--- src/rtl/seg_scan_driver.sv ---
// Double-buffered 8-tube 7-segment scanner: accepts whole frames over valid/ready
// and time-multiplexes them onto digit1 (tubes 7..4) and digit2 (tubes 3..0).
module seg_scan_driver #(
  parameter int SCAN_DIV  = 100000,
  parameter int BLINK_DIV = 50000000
) (
  input  logic        clk,
  input  logic        rst,
  input  logic        enable,
  input  logic        frame_valid,
  output logic        frame_ready,
  input  logic [31:0] digits_in,
  input  logic [7:0]  blank_in,
  input  logic [7:0]  dp_in,
  input  logic [7:0]  blink_in,
  output logic [7:0]  digit1,
  output logic [7:0]  digit2,
  output logic [7:0]  tube_sel
);

  localparam int SCAN_W  = (SCAN_DIV > 1) ? $clog2(SCAN_DIV) : 1;
  localparam int BLINK_W = (BLINK_DIV > 1) ? $clog2(BLINK_DIV) : 1;
  localparam logic [SCAN_W-1:0]  SCAN_LAST  = SCAN_W'(SCAN_DIV - 1);
  localparam logic [BLINK_W-1:0] BLINK_LAST = BLINK_W'(BLINK_DIV - 1);

  function automatic logic [7:0] hex_seg(input logic [3:0] v);
    logic [7:0] s;
    case (v)
      4'h0: s = 8'hFC;
      4'h1: s = 8'h60;
      4'h2: s = 8'hDA;
      4'h3: s = 8'hF2;
      4'h4: s = 8'h66;
      4'h5: s = 8'hB6;
      4'h6: s = 8'hBE;
      4'h7: s = 8'hE0;
      4'h8: s = 8'hFE;
      4'h9: s = 8'hF6;
      4'hA: s = 8'hEE;
      4'hB: s = 8'h3E;
      4'hC: s = 8'h9C;
      4'hD: s = 8'h7A;
      4'hE: s = 8'h9E;
      default: s = 8'h8E;
    endcase
    return s;
  endfunction

  logic [SCAN_W-1:0]  scan_cnt;
  logic [2:0]         scan_idx;
  logic [BLINK_W-1:0] blink_cnt;
  logic               blink_phase;

  logic               pending_full;
  logic [31:0]        pend_digits;
  logic [7:0]         pend_blank;
  logic [7:0]         pend_dp;
  logic [7:0]         pend_blink;

  logic [31:0]        act_digits;
  logic [7:0]         act_blank;
  logic [7:0]         act_dp;
  logic [7:0]         act_blink;

  logic               accept;
  logic               scan_tick;
  logic               frame_wrap;
  logic               transfer;
  logic [7:0]         pattern;

  assign frame_ready = ~pending_full;
  assign accept      = frame_valid & ~pending_full;
  assign scan_tick   = enable & (scan_cnt == SCAN_LAST);
  assign frame_wrap  = scan_tick & (scan_idx == 3'd7);
  // Swapping only at the wrap keeps a whole scan pass on one frame; while
  // the display is off there is nothing to tear, so the swap is immediate.
  assign transfer    = pending_full & (frame_wrap | ~enable);

  always_comb begin
    pattern = hex_seg(act_digits[{scan_idx, 2'b00} +: 4]) | {7'b0, act_dp[scan_idx]};
    if (act_blank[scan_idx] || (act_blink[scan_idx] && blink_phase))
      pattern = 8'h00;
  end

  always_ff @(posedge clk) begin
    if (rst || !enable) begin
      scan_cnt <= '0;
      scan_idx <= 3'd0;
    end else if (scan_tick) begin
      scan_cnt <= '0;
      scan_idx <= scan_idx + 3'd1;
    end else begin
      scan_cnt <= scan_cnt + 1'b1;
    end
  end

  always_ff @(posedge clk) begin
    if (rst) begin
      blink_cnt   <= '0;
      blink_phase <= 1'b0;
    end else if (blink_cnt == BLINK_LAST) begin
      blink_cnt   <= '0;
      blink_phase <= ~blink_phase;
    end else begin
      blink_cnt <= blink_cnt + 1'b1;
    end
  end

  always_ff @(posedge clk) begin
    if (rst) begin
      pending_full <= 1'b0;
      pend_digits  <= '0;
      pend_blank   <= '0;
      pend_dp      <= '0;
      pend_blink   <= '0;
      act_digits   <= '0;
      act_blank    <= 8'hFF;
      act_dp       <= '0;
      act_blink    <= '0;
    end else begin
      if (transfer) begin
        act_digits <= pend_digits;
        act_blank  <= pend_blank;
        act_dp     <= pend_dp;
        act_blink  <= pend_blink;
      end
      if (accept) begin
        pend_digits  <= digits_in;
        pend_blank   <= blank_in;
        pend_dp      <= dp_in;
        pend_blink   <= blink_in;
        pending_full <= 1'b1;
      end else if (transfer) begin
        pending_full <= 1'b0;
      end
    end
  end

  always_ff @(posedge clk) begin
    if (rst || !enable) begin
      digit1   <= 8'h00;
      digit2   <= 8'h00;
      tube_sel <= 8'h00;
    end else begin
      tube_sel <= 8'h01 << scan_idx;
      if (scan_idx[2]) begin
        digit1 <= pattern;
        digit2 <= 8'h00;
      end else begin
        digit1 <= 8'h00;
        digit2 <= pattern;
      end
    end
  end

endmodule

--- config.mk ---
export PLATFORM = sky130hd
export DESIGN_NAME = seg_scan_driver
export DESIGN_NICKNAME = d
export VERILOG_FILES = /design/src/rtl/seg_scan_driver.sv
export SDC_FILE = /design/constraint.sdc
export NUM_CORES = 1
export LEC_CHECK = 0
export BUFFER_PORTS_ARGS = -buffer_cell sky130_fd_sc_hd__buf_2
export CORE_ASPECT_RATIO = 0.9
export CORE_MARGIN = 5
export CORE_UTILIZATION = 45
export DETAILED_ROUTE_END_ITERATION = 12
export PLACE_DENSITY = 0.72
export SETUP_SLACK_MARGIN = 0.1
export SLEW_MARGIN = 30
export SYNTH_ARGS = -nofsm -noshare
export SYNTH_HDL_FRONTEND = slang
export SYNTH_SLANG_ARGS = --single-unit
--- constraint.sdc ---
create_clock -name clk -period 4.4 [get_ports clk]
set_clock_uncertainty 0.05 [all_clocks]
set_input_delay 0.44 -clock clk [delete_from_list [all_inputs] [get_ports clk]]
set_output_delay 0.44 -clock clk [all_outputs]
set_load 0.01 [all_outputs]
### Word-level counts from Yosys, hierarchy flattened

Memory sizes are Yosys's and may differ from the RTL's.
Cells that the tools add are included.

* add/sub/neg operators: 3
* shifts and indexed selects: 2
* reductions and logical operators: 9
* multiplexer cells: 9
* bitwise logic cells: 10
* eq/ne operators: 3
* magnitude comparators: 1

Operator list (count)
* $shiftx A32 B6 Y4: 1
* $add A26 B1 Y26 const B: 1
* $eq A26 B26 Y1 const B: 1
* $add A17 B1 Y17 const B: 1
* $eq A17 B17 Y1 const B: 1
* $bmux W1 S3: 3
* $mux W8: 1
* $or A8 B1 Y8: 1
* $reduce_or A2 Y1: 4
* $shl A1 B3 Y8 const A: 1
* $mux W1: 5
* $and A1 B1 Y1: 4
* $lt A3 B4 Y1 const B: 1
* $not A1 Y1: 4
* $add A3 B1 Y3 const B: 1
* $eq A3 B3 Y1 const B: 1
* $logic_or A1 B1 Y1: 2
* $reduce_bool A2 Y1: 1
* $logic_and A1 B1 Y1: 1
* $logic_not A1 Y1: 1
* $or A1 B1 Y1: 1

* word-level logic and storage cells: 54
* output and inout bits: 25
* bits in read-only memories: 112
* register bits: 184
* memories kept: 1
* input bits: 60

Memory list
* (name not given): depth 16, width 7, rd ports 1, clocked after Yosys merged registers in 0, wr ports 0, line 28 `case (v)`

### Depth between registers and ports, before layout

* depth in word-level cells: 7
* mapped depth: 10
* gate-level depth less buffers: 8

### Least setup slack after synthesis

Ideal clock, no wire load.

* path kind: flip-flop to flip-flop
* start point: register scan_idx[0]
* end point: register digit2[2]
* required time: 4.277 ns
* slack: 1.701 ns
* data arrival time: 2.576 ns
* buffers on the path: 2
* cell stages (with the launch flop): 10
* library setup time: 0.073 ns
* cell sequence: dfxtp_1 > buf_4 > buf_6 > mux4_2 > mux2i_1 > inv_1 > ha_1 > mux2_2 > a221o_1 > nor3_2

* cells in the longest elaborated chain, start to end: 5
* elaborated cells on any way between the ends: 10
* classes of those cells: shift: 1; mux: 5; bitwise: 1; reduce/logical: 2; memory: 1

RTL lines
* start: declaration: line 50 `logic [2:0] scan_idx;`
* start signal: assignment: line 91 `scan_idx <= scan_idx + 3'd1;`
* branches (longest 4 deep; another with $mem_v2 Z16 W7)
* $mux W8 *: line 81 `if (act_blank[scan_idx] || (act_blink[scan_idx] && blink_phase))`
* end signal: assignment: line 151 `digit2 <= pattern;`
* end: declaration: line 17 `output logic [7:0] digit2,`

Mark *: on every way between the ends. The select of a mux whose other input is x is not followed.
A chain may end at the register's enable or synchronous reset.

### Final worst setup path

Ends and elaborated chain as after synthesis.

==> impl_metrics.toml <==
[run_status]
run_status = "finished clean"

[final_layout]
layout-drive-gt1-share_pct = 15.85
commonest_non_fill_non_tap_cell_in_the_layout = "sky130_fd_sc_hd__dfxtp_1"
final-instance-count-excl-fill = 1156
layout-area-overhead-vs-synth_pct = 14.80
final_cell_mix = "sky130_fd_sc_hd__dfxtp_1 (184), sky130_fd_sc_hd__nand2_1 (126), sky130_fd_sc_hd__nand2b_1 (99), sky130_fd_sc_hd__nor2_1 (87), sky130_fd_sc_hd__buf_2 (83)"
finalNetCount = 982
insertedDiodeCount = 0

[critical_path]
worst-endpoint-arrival_ns = 3.41
r2r_slack_ns = 1.29
r2r-start = "scan_idx[0]$_SDFFE_PP0P_"
critical_path.startpoint_type = "flip-flop"
critical_path_required_ns = 4.70
worstRegToRegCells = 7
timing.rr.end = "digit2[2]$_SDFF_PP0_"
path_max_fanout = 12
endpoint_kind = "flip-flop"
path_class = "reg -> reg"

[place]
place.detailed.hpwl_mm = 10.77
placement.io_buffers = 84
placed_cells = 1124
place_congestion = 0.8351

[clock_tree]
cts_buffer_depth = 2
clock_tree_from_tritoncts = "yes"
cts_sinks = 184
cts_post_setup_buffers_inserted = 0
number_of_gates_given_a_new_drive_strength_after_cts = 0
clk-insertion-delay-late_ns = 0.43
cts_buffers = 17
clkSlewWorstSetupHoldPaths_ns = 0.07
cts_max_level = 4
cts_root_buf = "sky130_fd_sc_hd__clkbuf_16"
ctsHoldBuffers = 0

[power]
vdd_drop_max_mv = 0.2291
leakage_nw = 3.360
power-per-cell-area_mw_per_mm2 = 391.3

[detailed_routing]
post_drt_via_cell_ratio = 4.906
drt_first_iter_violations = 247
detail_route.first_pass.iterations = 4
detail_route.drc_violations = 0
detail_route.wirelength_mm = 15.49
postRouteAntennaNets = 0
post_drt_wl_per_cell_microns = 13.40
route.vias.total = 5671

[logic_synthesis]
syn_avg_cell_area_sq_um = 9.219
ys.flop_type = "sky130_fd_sc_hd__dfxtp_1"
yosysSeqAreaShare_pct = 47.01
mappedNetlistArea_sq_mm = 0.007836
mappedNetlistNets = 924
synth-edff-count = 0
synth_cell_types = 43
asyncSetResetFlopFracSynth_pct = 0
syn_inst = 850
ys_warn_count = 0
yosys_register_bits = 184

[sta]
tightest_slew_ns = 0.9475
layout_worst_path_cycle_share_pct = 70.75
period_minus_slack_ns = 3.113
grt_setup_unrepaired = "no"
fin_setup_tns_ns = 0
timing.max_slew.rel_slack_pct = 36.83
max_freq_ghz = 0.3212
timing.final.setup_violations = 0
timing_max_transition_violations_final = 0
hold_viol = 0

[global_route]
grt_antenna_before_repair = 0
first_global_vias = 5411
grt_pass1_wl_mm = 25.97
pin_count_of_the_biggest_net_entering_global_routing = 98
globalRouteOverflowTotal = 0
grt.total_usage_pct = 15.88

[worst_hold_path]
hold_path_class = "in -> reg"
hold_path.startpoint = "digits_in[7]"
hold-path-cell-count = 3
worstHoldEndpoint = "pend_digits[7]$_SDFFE_PP0P_"

[die]
io_pins = 85
floorplan.core_area_sq_mm = 0.01700
floorplan.die_area_sq_mm = 0.02016
row_cnt = 45
die-width_microns = 149.1
initial_core_util_pct = 46.09
die_height_microns = 135.2

[job]
max_cap_viol_count = 0
-- metrics by stage --
step                hold slack [ns]  setup slack, ns  util [%]  power (mW)  instance area (sq um)
global placement             0.3943            1.415     49.12       1.984                   8352
global route                 0.1817            1.019     52.91       3.650                   8996
detailed placement           0.3986            1.281     49.31       1.992                   8384
floorplan                    0.3797            1.701         -       1.924                   7836
CTS                          0.1762            1.255     52.91       3.550                   8996
finish                       0.1885            1.287     52.91       3.520                   8996
-- flip-flops by register name, indices dropped and copies added, names as in the netlist --
name / cells
act_digits: 32
pend_digits: 32
blink_cnt: 26
scan_cnt: 17
act_blank: 8
act_blink: 8
act_dp: 8
digit1: 8
digit2: 8
pend_blank: 8
pend_blink: 8
pend_dp: 8
tube_sel: 8
scan_idx: 3
blink_phase: 1
pending_full: 1
-- worst max-delay path by stage --
stage,from,to,slack (ns),depth (start not counted)
after floorplan,scan_idx[0]$_SDFFE_PP0P_,digit2[2]$_SDFF_PP0_,1.70,9
after global placement,scan_idx[0]$_SDFFE_PP0P_,digit2[2]$_SDFF_PP0_,1.41,7
after detailed placement,scan_idx[0]$_SDFFE_PP0P_,digit2[2]$_SDFF_PP0_,1.28,7
after CTS,scan_idx[0]$_SDFFE_PP0P_,digit2[2]$_SDFF_PP0_,1.26,7
after global routing,scan_idx[0]$_SDFFE_PP0P_,digit2[2]$_SDFF_PP0_,1.02,7
final,scan_idx[0]$_SDFFE_PP0P_,digit2[2]$_SDFF_PP0_,1.29,7
-- final cells by class --
| cell class | count | area, sq um |
|---|---|---|
| timing repair buffer | 89 | 480.5 |
| inverter | 15 | 56.30 |
| tap | 235 | 294.0 |
| sequential | 184 | 3684 |
| clock inverter | 13 | 168.9 |
| multi-input combinational | 601 | 3870 |
| clock buffer | 19 | 442.9 |
| fill | 1588 | 8008 |
-- where the power goes --
| group | leakage [nW] | switching (mW) | internal (mW) |
|---|---|---|---|
| combinational | 1.58 | 0.116 | 0.0928 |
| clock | 0.287 | 0.654 | 0.915 |
| sequential | 1.49 | 0.0280 | 1.71 |
-- cells by family after synthesis --
kind of cell,Yosys count,synth area share [%]
AO/OA/AOI/OAI,65,4.439
XOR/XNOR,42,4.694
adder cells (fa/ha/maj),14,2.235
buffers and inverters,65,3.896
flip-flops,184,47.01
multiplexers,81,12.63
AND/OR/NAND/NOR,399,25.10
-- cells in the mapped netlist (2+ instances only) --
library cell / number / share of area (%)
sky130_fd_sc_hd__clkbuf_1: 28 / 1.3
sky130_fd_sc_hd__nor3b_1: 2 / 0.19
sky130_fd_sc_hd__nor4_1: 3 / 0.24
sky130_fd_sc_hd__or2_2: 2 / 0.16
sky130_fd_sc_hd__nor3_2: 2 / 0.26
sky130_fd_sc_hd__inv_1: 15 / 0.72
sky130_fd_sc_hd__mux2_2: 3 / 0.43
sky130_fd_sc_hd__and2_1: 6 / 0.48
sky130_fd_sc_hd__buf_2: 6 / 0.38
sky130_fd_sc_hd__buf_4: 4 / 0.38
sky130_fd_sc_hd__a21oi_1: 58 / 3.7
sky130_fd_sc_hd__nor3_1: 14 / 0.89
sky130_fd_sc_hd__ha_1: 14 / 2.2
sky130_fd_sc_hd__xor2_1: 17 / 1.9
sky130_fd_sc_hd__xnor2_1: 25 / 2.8
sky130_fd_sc_hd__nand3_1: 23 / 1.5
sky130_fd_sc_hd__nand2_1: 127 / 6.1
sky130_fd_sc_hd__nor2_1: 87 / 4.2
sky130_fd_sc_hd__nor4b_1: 2 / 0.22
sky130_fd_sc_hd__buf_1: 6 / 0.29
sky130_fd_sc_hd__nand4_1: 10 / 0.80
sky130_fd_sc_hd__nor2b_1: 4 / 0.32
sky130_fd_sc_hd__and3_1: 9 / 0.72
sky130_fd_sc_hd__and4_1: 3 / 0.34
sky130_fd_sc_hd__mux4_2: 14 / 4.0
sky130_fd_sc_hd__mux2i_1: 64 / 8.2
sky130_fd_sc_hd__nand2b_1: 99 / 7.9
sky130_fd_sc_hd__dfxtp_1: 184 / 47
sky130_fd_sc_hd__buf_6: 5 / 0.72
-- critical path: stages (launching register included) --
cell	delay [ns]
sky130_fd_sc_hd__dfxtp_1	0.78
sky130_fd_sc_hd__mux4_2	0.59
sky130_fd_sc_hd__mux2i_1	0.48
sky130_fd_sc_hd__inv_1	0.17
sky130_fd_sc_hd__ha_1	0.26
sky130_fd_sc_hd__mux2_2	0.27
sky130_fd_sc_hd__a221o_1	0.32
sky130_fd_sc_hd__nor3_2	0.11
-- per-layer routing --
metal  vias to the layer above  GRT usage [%]  part of all wire (%)
met5                         -              0                     0
li1                       2933              -                     -
met1                      2604          22.38                    50
met4                         0          4.881                   1.3
met2                       111          23.55                    44
met3                        23          4.684                   4.7
(Power assumes the default switching activity.)
